$ cat src/rtl/uart_pkg.sv
// uart_pkg
// Shared definitions for the UART TX drain and the future RX stage.
// Contents:
//   DATA_W               - UART payload width (8)
//   DEFAULT_CLKS_PER_BIT - 100 MHz / 115200 baud
//   uart_state_t         - frame sequencer state encoding
//   even_parity()        - XOR reduction of one payload word
package uart_pkg;

  localparam int DATA_W               = 8;
  localparam int DEFAULT_CLKS_PER_BIT = 868;

  typedef enum logic [2:0] {
    IDLE   = 3'd0,
    FETCH  = 3'd1,
    START  = 3'd2,
    DATA   = 3'd3,
    PARITY = 3'd4,
    STOP   = 3'd5
  } uart_state_t;

  function automatic logic even_parity(input logic [DATA_W-1:0] d);
    return ^d;
  endfunction

endpackage

$ cat src/rtl/uart_baud_cnt.sv
// uart_baud_cnt
// Bit-period counter. Counts 0..CLKS_PER_BIT-1 and wraps, so every bit
// lasts exactly CLKS_PER_BIT cycles.
// Ports:
//   clk         in  system clock, rising edge
//   rst         in  asynchronous active-high reset
//   clear       in  forces the count to 0 on the next edge
//   bit_end     out high in the last cycle of a bit period
//   bit_pre_end out high in the second-to-last cycle of a bit period
module uart_baud_cnt #(
  parameter int CLKS_PER_BIT = 868
) (
  input  logic clk,
  input  logic rst,
  input  logic clear,
  output logic bit_end,
  output logic bit_pre_end
);

  localparam int CNT_W = $clog2(CLKS_PER_BIT);
  localparam logic [CNT_W-1:0] LAST     = CNT_W'(CLKS_PER_BIT - 1);
  localparam logic [CNT_W-1:0] PRE_LAST = CNT_W'(CLKS_PER_BIT - 2);

  logic [CNT_W-1:0] cnt;

  always_ff @(posedge clk or posedge rst) begin
    if (rst) begin
      cnt <= '0;
    end else if (clear || cnt == LAST) begin
      cnt <= '0;
    end else begin
      cnt <= cnt + 1'b1;
    end
  end

  assign bit_end     = (cnt == LAST);
  // Lets the sequencer register byte_done one cycle ahead so it lands
  // in the final cycle of the stop bit.
  assign bit_pre_end = (cnt == PRE_LAST);

endmodule

$ cat src/rtl/uart_tx_drain.sv
// uart_tx_drain
// Pops bytes from the byte FIFO (rd_en / empty / registered data_out) and
// serialises them on the TX pin, LSB first, 8N1 or 8N2.
// Optional build macro: PARITY_EN adds an even-parity bit (8E1 / 8E2).
// Ports:
//   clk         in   system clock, rising edge
//   rst         in   asynchronous active-high reset
//   enable      in   1 = fetch new bytes; 0 = finish current frame then idle
//   fifo_empty  in   FIFO empty flag
//   fifo_data   in   FIFO data_out, valid the cycle after fifo_rd_en
//   fifo_rd_en  out  single-cycle pop request
//   tx          out  serial line, idles high
//   busy        out  high from the pop cycle through the last stop-bit cycle
//   byte_done   out  one-cycle pulse in the last cycle of the final stop bit
module uart_tx_drain
  import uart_pkg::*;
#(
  parameter int CLKS_PER_BIT = DEFAULT_CLKS_PER_BIT,
  parameter int STOP_BITS    = 1
) (
  input  logic              clk,
  input  logic              rst,
  input  logic              enable,
  input  logic              fifo_empty,
  input  logic [DATA_W-1:0] fifo_data,
  output logic              fifo_rd_en,
  output logic              tx,
  output logic              busy,
  output logic              byte_done
);

  uart_state_t       state;
  logic [DATA_W-1:0] shift_reg;
  logic [2:0]        bit_idx;
  logic              stop_idx;
  logic              busy_q;
  logic              bit_end;
  logic              bit_pre_end;
  logic              cnt_clear;
  logic              last_stop;
`ifdef PARITY_EN
  logic              parity_bit;
`endif

  // Clearing during FETCH puts the counter at 0 in the first START cycle.
  assign cnt_clear = (state == FETCH);

  uart_baud_cnt #(
    .CLKS_PER_BIT(CLKS_PER_BIT)
  ) u_baud_cnt (
    .clk        (clk),
    .rst        (rst),
    .clear      (cnt_clear),
    .bit_end    (bit_end),
    .bit_pre_end(bit_pre_end)
  );

  // The pop is decided in IDLE from the live flags so the FIFO word is
  // ready in FETCH; gating with rst keeps the FIFO untouched during reset.
  assign fifo_rd_en = ~rst & (state == IDLE) & enable & ~fifo_empty;

  // busy_q covers FETCH..STOP; the pop cycle itself is covered by the
  // pop request so busy spans the whole transaction.
  assign busy = busy_q | fifo_rd_en;

  assign last_stop = (stop_idx == 1'(STOP_BITS - 1));

  // tx is always loaded one edge early so it changes exactly on bit
  // boundaries; shift_reg holds the bits still to be sent.
  always_ff @(posedge clk or posedge rst) begin
    if (rst) begin
      state      <= IDLE;
      tx         <= 1'b1;
      busy_q     <= 1'b0;
      byte_done  <= 1'b0;
      shift_reg  <= '0;
      bit_idx    <= '0;
      stop_idx   <= 1'b0;
`ifdef PARITY_EN
      parity_bit <= 1'b0;
`endif
    end else begin
      byte_done <= 1'b0;
      case (state)
        IDLE: begin
          tx <= 1'b1;
          if (fifo_rd_en) begin
            state  <= FETCH;
            busy_q <= 1'b1;
          end
        end

        FETCH: begin
          shift_reg  <= fifo_data;
`ifdef PARITY_EN
          parity_bit <= even_parity(fifo_data);
`endif
          tx         <= 1'b0;
          state      <= START;
        end

        START: begin
          if (bit_end) begin
            tx        <= shift_reg[0];
            shift_reg <= shift_reg >> 1;
            bit_idx   <= '0;
            state     <= DATA;
          end
        end

        DATA: begin
          if (bit_end) begin
            if (bit_idx == 3'd7) begin
              bit_idx <= '0;
`ifdef PARITY_EN
              tx      <= parity_bit;
              state   <= PARITY;
`else
              tx       <= 1'b1;
              stop_idx <= 1'b0;
              state    <= STOP;
`endif
            end else begin
              tx        <= shift_reg[0];
              shift_reg <= shift_reg >> 1;
              bit_idx   <= bit_idx + 1'b1;
            end
          end
        end

`ifdef PARITY_EN
        PARITY: begin
          if (bit_end) begin
            tx       <= 1'b1;
            stop_idx <= 1'b0;
            state    <= STOP;
          end
        end
`endif

        STOP: begin
          if (bit_pre_end && last_stop) begin
            byte_done <= 1'b1;
          end
          if (bit_end) begin
            if (last_stop) begin
              busy_q <= 1'b0;
              state  <= IDLE;
            end else begin
              stop_idx <= 1'b1;
            end
          end
        end

        default: begin
          tx     <= 1'b1;
          busy_q <= 1'b0;
          state  <= IDLE;
        end
      endcase
    end
  end

endmodule
$ cat config.mk
export PLATFORM = sky130hd
export DESIGN_NAME = uart_tx_drain
export DESIGN_NICKNAME = d
export VERILOG_FILES = /design/src/rtl/uart_pkg.sv /design/src/rtl/uart_baud_cnt.sv /design/src/rtl/uart_tx_drain.sv
export SDC_FILE = /design/constraint.sdc
export NUM_CORES = 1
export LEC_CHECK = 0
export CAP_MARGIN = 10
export CORE_ASPECT_RATIO = 0.8
export CORE_MARGIN = 1
export CORE_UTILIZATION = 49
export DETAILED_ROUTE_END_ITERATION = 8
export PLACE_DENSITY = 0.74
export SYNTH_ARGS = -nofsm -noshare
export SYNTH_HDL_FRONTEND = slang
export SYNTH_SLANG_ARGS = --single-unit
$ cat constraint.sdc
create_clock -name clk -period 1.7 [get_ports clk]
set_input_delay 0.34 -clock clk [delete_from_list [all_inputs] [get_ports clk]]
set_output_delay 0.34 -clock clk [all_outputs]
set_load 0.1 [all_outputs]
==> results.json, run 1 <==
{
  "synth.mux.area_fraction_pct": 7.957,
  "post_route_cells_drive_above_1_share_pct": 31.64,
  "synth-adder-area-share_pct": 3.617,
  "die_area_um2": 3042,
  "antenna_violations_before_repair": 0,
  "reg_to_reg_setup_timing_slack_ns": -0.02,
  "post_synth_and_or_nand_nor_area_fraction_pct": 24.59,
  "chipWidth_um": 61.42,
  "synth.net_count": 155,
  "relSlewSlack_pct": 75.09,
  "finalNetCount": 194,
  "pin_count": 16,
  "antennaDiodeCount": 0,
  "finalSetupViolCount": 9,
  "power.leakage_uw": 0.0008888,
  "grt_util_all_layers_pct": 23.33,
  "die_h_um": 49.53,
  "critical_path_s_top_delay_family": "simple AND/OR/NAND/NOR gates",
  "cts_hold_buffers": 0,
  "power-per-cell-area_nw_per_um2": 1189,
  "setup.worst_path.class": "in2out",
  "grt_setup_unrepaired": "true",
  "drc_errors": 0,
  "critical-path-max-stage-delay_ns": 0.46,
  "fin_setup_tns_ns": -0.5073,
  "finalHoldViolCount": 0,
  "netlist-cell-type-count": 34,
  "cts_buffers": 3,
  "latest_clock_arrival_within_the_worst_skew_pair_ns": 0.35,
  "route.antenna.remaining_nets": 0,
  "post-layout-total-power_uw": 2296,
  "grt_start_max_net_pins": 17,
  "cp_cell_sequence": "clkdlybuf4s50_1 > nor4bb_4 > and2_4 > or2_4 > buf_12",
  "dr_total_vias": 1114,
  "synth_top_cell_by_area": "sky130_fd_sc_hd__dfrtp_1",
  "placement_rows": 16,
  "run_status": "complete, but fails checks",
  "dp_hpwl_um": 2147,
  "placement.io_buffers": 15,
  "placeableCoreArea_um2": 2562,
  "fraction_of_post_synthesis_cell_area_in_the_top_cell_type_by_area_pct": 47.02,
  "placedCellCount": 199,
  "mappedNetlistArea_um2": 1384,
  "max_freq_ghz": 0.5068,
  "grt_pass1_wl_um": 5078,
  "ir_worst_vdd_mv": 0.6414,
  "area_growth_syn_to_layout_pct": 39.51,
  "yosysWarnings": 0,
  "totalWireLength_um": 3246,
  "synth_area_leaders": "sky130_fd_sc_hd__dfrtp_1, sky130_fd_sc_hd__nand2_1, sky130_fd_sc_hd__mux2_2",
  "postSynthCellCount": 139,
  "cp.arrival_ns": 1.63,
  "final_estimated_routing_congestion_in_global_placement": 0.7985,
  "category_of_the_worst_setup_path_capture_point": "output port",
  "drt_first_iter_violations": 44,
  "max_slew.worst_pin.slew_ns": 0.3732,
  "ff_to_ff_end": "shift_reg[2]$_DFFE_PP0P_",
  "period_needed_ns": 1.973,
  "timing_max_transition_violations_final": 0,
  "element_type_at_the_critical_path_start": "input pin",
  "ys_ff_latch": 27,
  "via_per_inst": 5.230,
  "leftover_overflow_at_the_end_of_global_routing": 0,
  "root_buffer": "sky130_fd_sc_hd__clkbuf_4",
  "crit-reg2reg-launch": "bit_idx[1]$_DFFE_PP0P_",
  "critical_path.max_fanout": 3,
  "skew_ns": 0.005611,
  "max-clock-path-buffers": 2,
  "seq_area_frac_synth_pct": 48.92,
  "cts_h_tree_lvls": 1,
  "dr.pass1.iters": 4,
  "post_layout_nonfiller_instances": 213,
  "crit_required_ns": 1.36,
  "synth_compound_area_share_pct": 6.239,
  "grt_pass1_vias": 1090,
  "worst_hold_class": "in2async",
  "main_combinational_cell_family_by_area_after_synthesis": "simple AND/OR/NAND/NOR gates",
  "critical-path-slowest-cell": "sky130_fd_sc_hd__clkdlybuf4s50_1",
  "number_of_max_cap_violations": 0,
  "floorplan.initialDensity_pct": 54.00,
  "cts_tree": "done",
  "critical_path_buf_inv_count": 2,
  "fraction_of_synthesized_cell_area_in_xor_and_xnor_cells_pct": 5.063,
  "finalWorstSetupSlack_ns": -0.2730,
  "synth_area_per_cell_um2": 9.956,
  "post_layout_utilization_of_the_core_pct": 75.34,
  "routedWlPerCell_um": 15.24,
  "largest_register_ff_count": 10,
  "final_min_period_over_clock_period_pct": 116.1,
  "violations": "negative setup slack",
  "timing.reg2reg.worst_path_depth": 7,
  "cts.clk_slew.worst_paths_ns": 0.16,
  "tritoncts_num_sinks": 27
}
[timing repair]
item,CTS,global route
setup endpoints to repair,13,21
buffers inserted,8,1
cloned,0,1
pin swaps,6,4
resized for setup,2,9
[through the flow]
step	instance area, µm²	hold slack, ns	setup WS, ns
finish	1931	0.3386	-0.2730
global route	1931	0.3626	-0.3531
CTS	1886	0.3398	-0.2967
detailed placement	1780	0.4926	-0.3001
global placement	1780	0.4745	-0.2423
floorplan	1454	0.3920	-0.1903
[synthesized netlist by cell type (all sizes together)]
cell type  count
nor2          16
o211ai         1
a311o          1
nor2b          1
and2           2
nand2         27
nor4bb         1
xnor2          2
o32ai          1
clkbuf         3
inv            6
mux2i          2
and4b          1
xor2           6
a21oi          4
and4           1
nand3          6
and3           2
nor3           3
buf            2
ha             4
a31o           1
dfstp          1
o21ai          4
mux2           8
nand2b         2
or2            1
dfrtp         26
nand4          3
nor4b          1
[cell families after synthesis]
| logic type | count (synthesis) |
|---|---|
| multiplexers | 10 |
| flip-flops | 27 |
| XOR/XNOR | 8 |
| AND/OR/NAND/NOR | 67 |
| buffers and inverters | 11 |
| adder cells (fa/ha/maj) | 4 |
| AO/OA/AOI/OAI | 12 |
[where the power goes]
| part | leakage, µW | switching [µW] | internal (µW) |
|---|---|---|---|
| clock | 0.0000139 | 212 | 90.7 |
| combinational | 0.000531 | 494 | 480 |
| sequential | 0.000343 | 178 | 842 |
| total | 0.000889 | 884 | 1410 |
[routing by layer]
layer,part of all wire [%],wire (µm),GRT usage [%]
met1,43,1411,31.31
met2,49,1606,37.14
met3,5.8,188,6.562
met4,1.2,40,5.926
met5,0,0,0
[layout make-up]
class,count,area (µm²)
Clock buffer,3,22.52
Fill cell,182,631.9
Sequential cell,27,678.2
Tap cell,36,45.04
Multi-Input combinational cell,101,752.0
Inverter,6,22.52
Clock inverter,1,7.507
Timing Repair Buffer,39,402.9
[placed cells by master, fill, tap and decap left out, types with 2 or more instances in the layout]
cell type                         count
sky130_fd_sc_hd__buf_6                2
sky130_fd_sc_hd__nand2b_1             2
sky130_fd_sc_hd__inv_1                6
sky130_fd_sc_hd__nand2_1             27
sky130_fd_sc_hd__ha_1                 2
sky130_fd_sc_hd__mux2_4               7
sky130_fd_sc_hd__buf_12               6
sky130_fd_sc_hd__clkbuf_4             3
sky130_fd_sc_hd__nor3_1               3
sky130_fd_sc_hd__and3_1               2
sky130_fd_sc_hd__nand4_1              3
sky130_fd_sc_hd__o21ai_0              3
sky130_fd_sc_hd__clkdlybuf4s50_1     11
sky130_fd_sc_hd__nand3_1              4
sky130_fd_sc_hd__buf_4               20
sky130_fd_sc_hd__nor2_1              14
sky130_fd_sc_hd__mux2i_1              2
sky130_fd_sc_hd__dfrtp_1             25
sky130_fd_sc_hd__a21oi_1              3
sky130_fd_sc_hd__xor2_1               6
sky130_fd_sc_hd__xnor2_1              2
[how the worst max path moves through the flow]
stage	startpoint	endpoint	slack [ns]	cells after the start
global route	state[0]$_DFFE_PP0P_	busy	-0.35	5
floorplan	state[1]$_DFFE_PP0P_	busy	-0.19	5
CTS	state[0]$_DFFE_PP0P_	busy	-0.30	5
global placement	rst	busy	-0.24	5
finish	rst	busy	-0.27	5
detailed placement	rst	busy	-0.30	5
No activity file was read; power rests on OpenSTA's default activity.
==> run 2: changes to the inputs <==
--- a/config.mk
+++ b/config.mk
@@ -7,7 +7,6 @@
 export LEC_CHECK = 0
 export CAP_MARGIN = 10
 export CORE_ASPECT_RATIO = 0.8
-export CORE_MARGIN = 1
 export CORE_UTILIZATION = 49
 export DETAILED_ROUTE_END_ITERATION = 8
 export PLACE_DENSITY = 0.74
==> results of run 2 <==
Same layout as run 1: the final DEF is identical, and so are final timing and power.
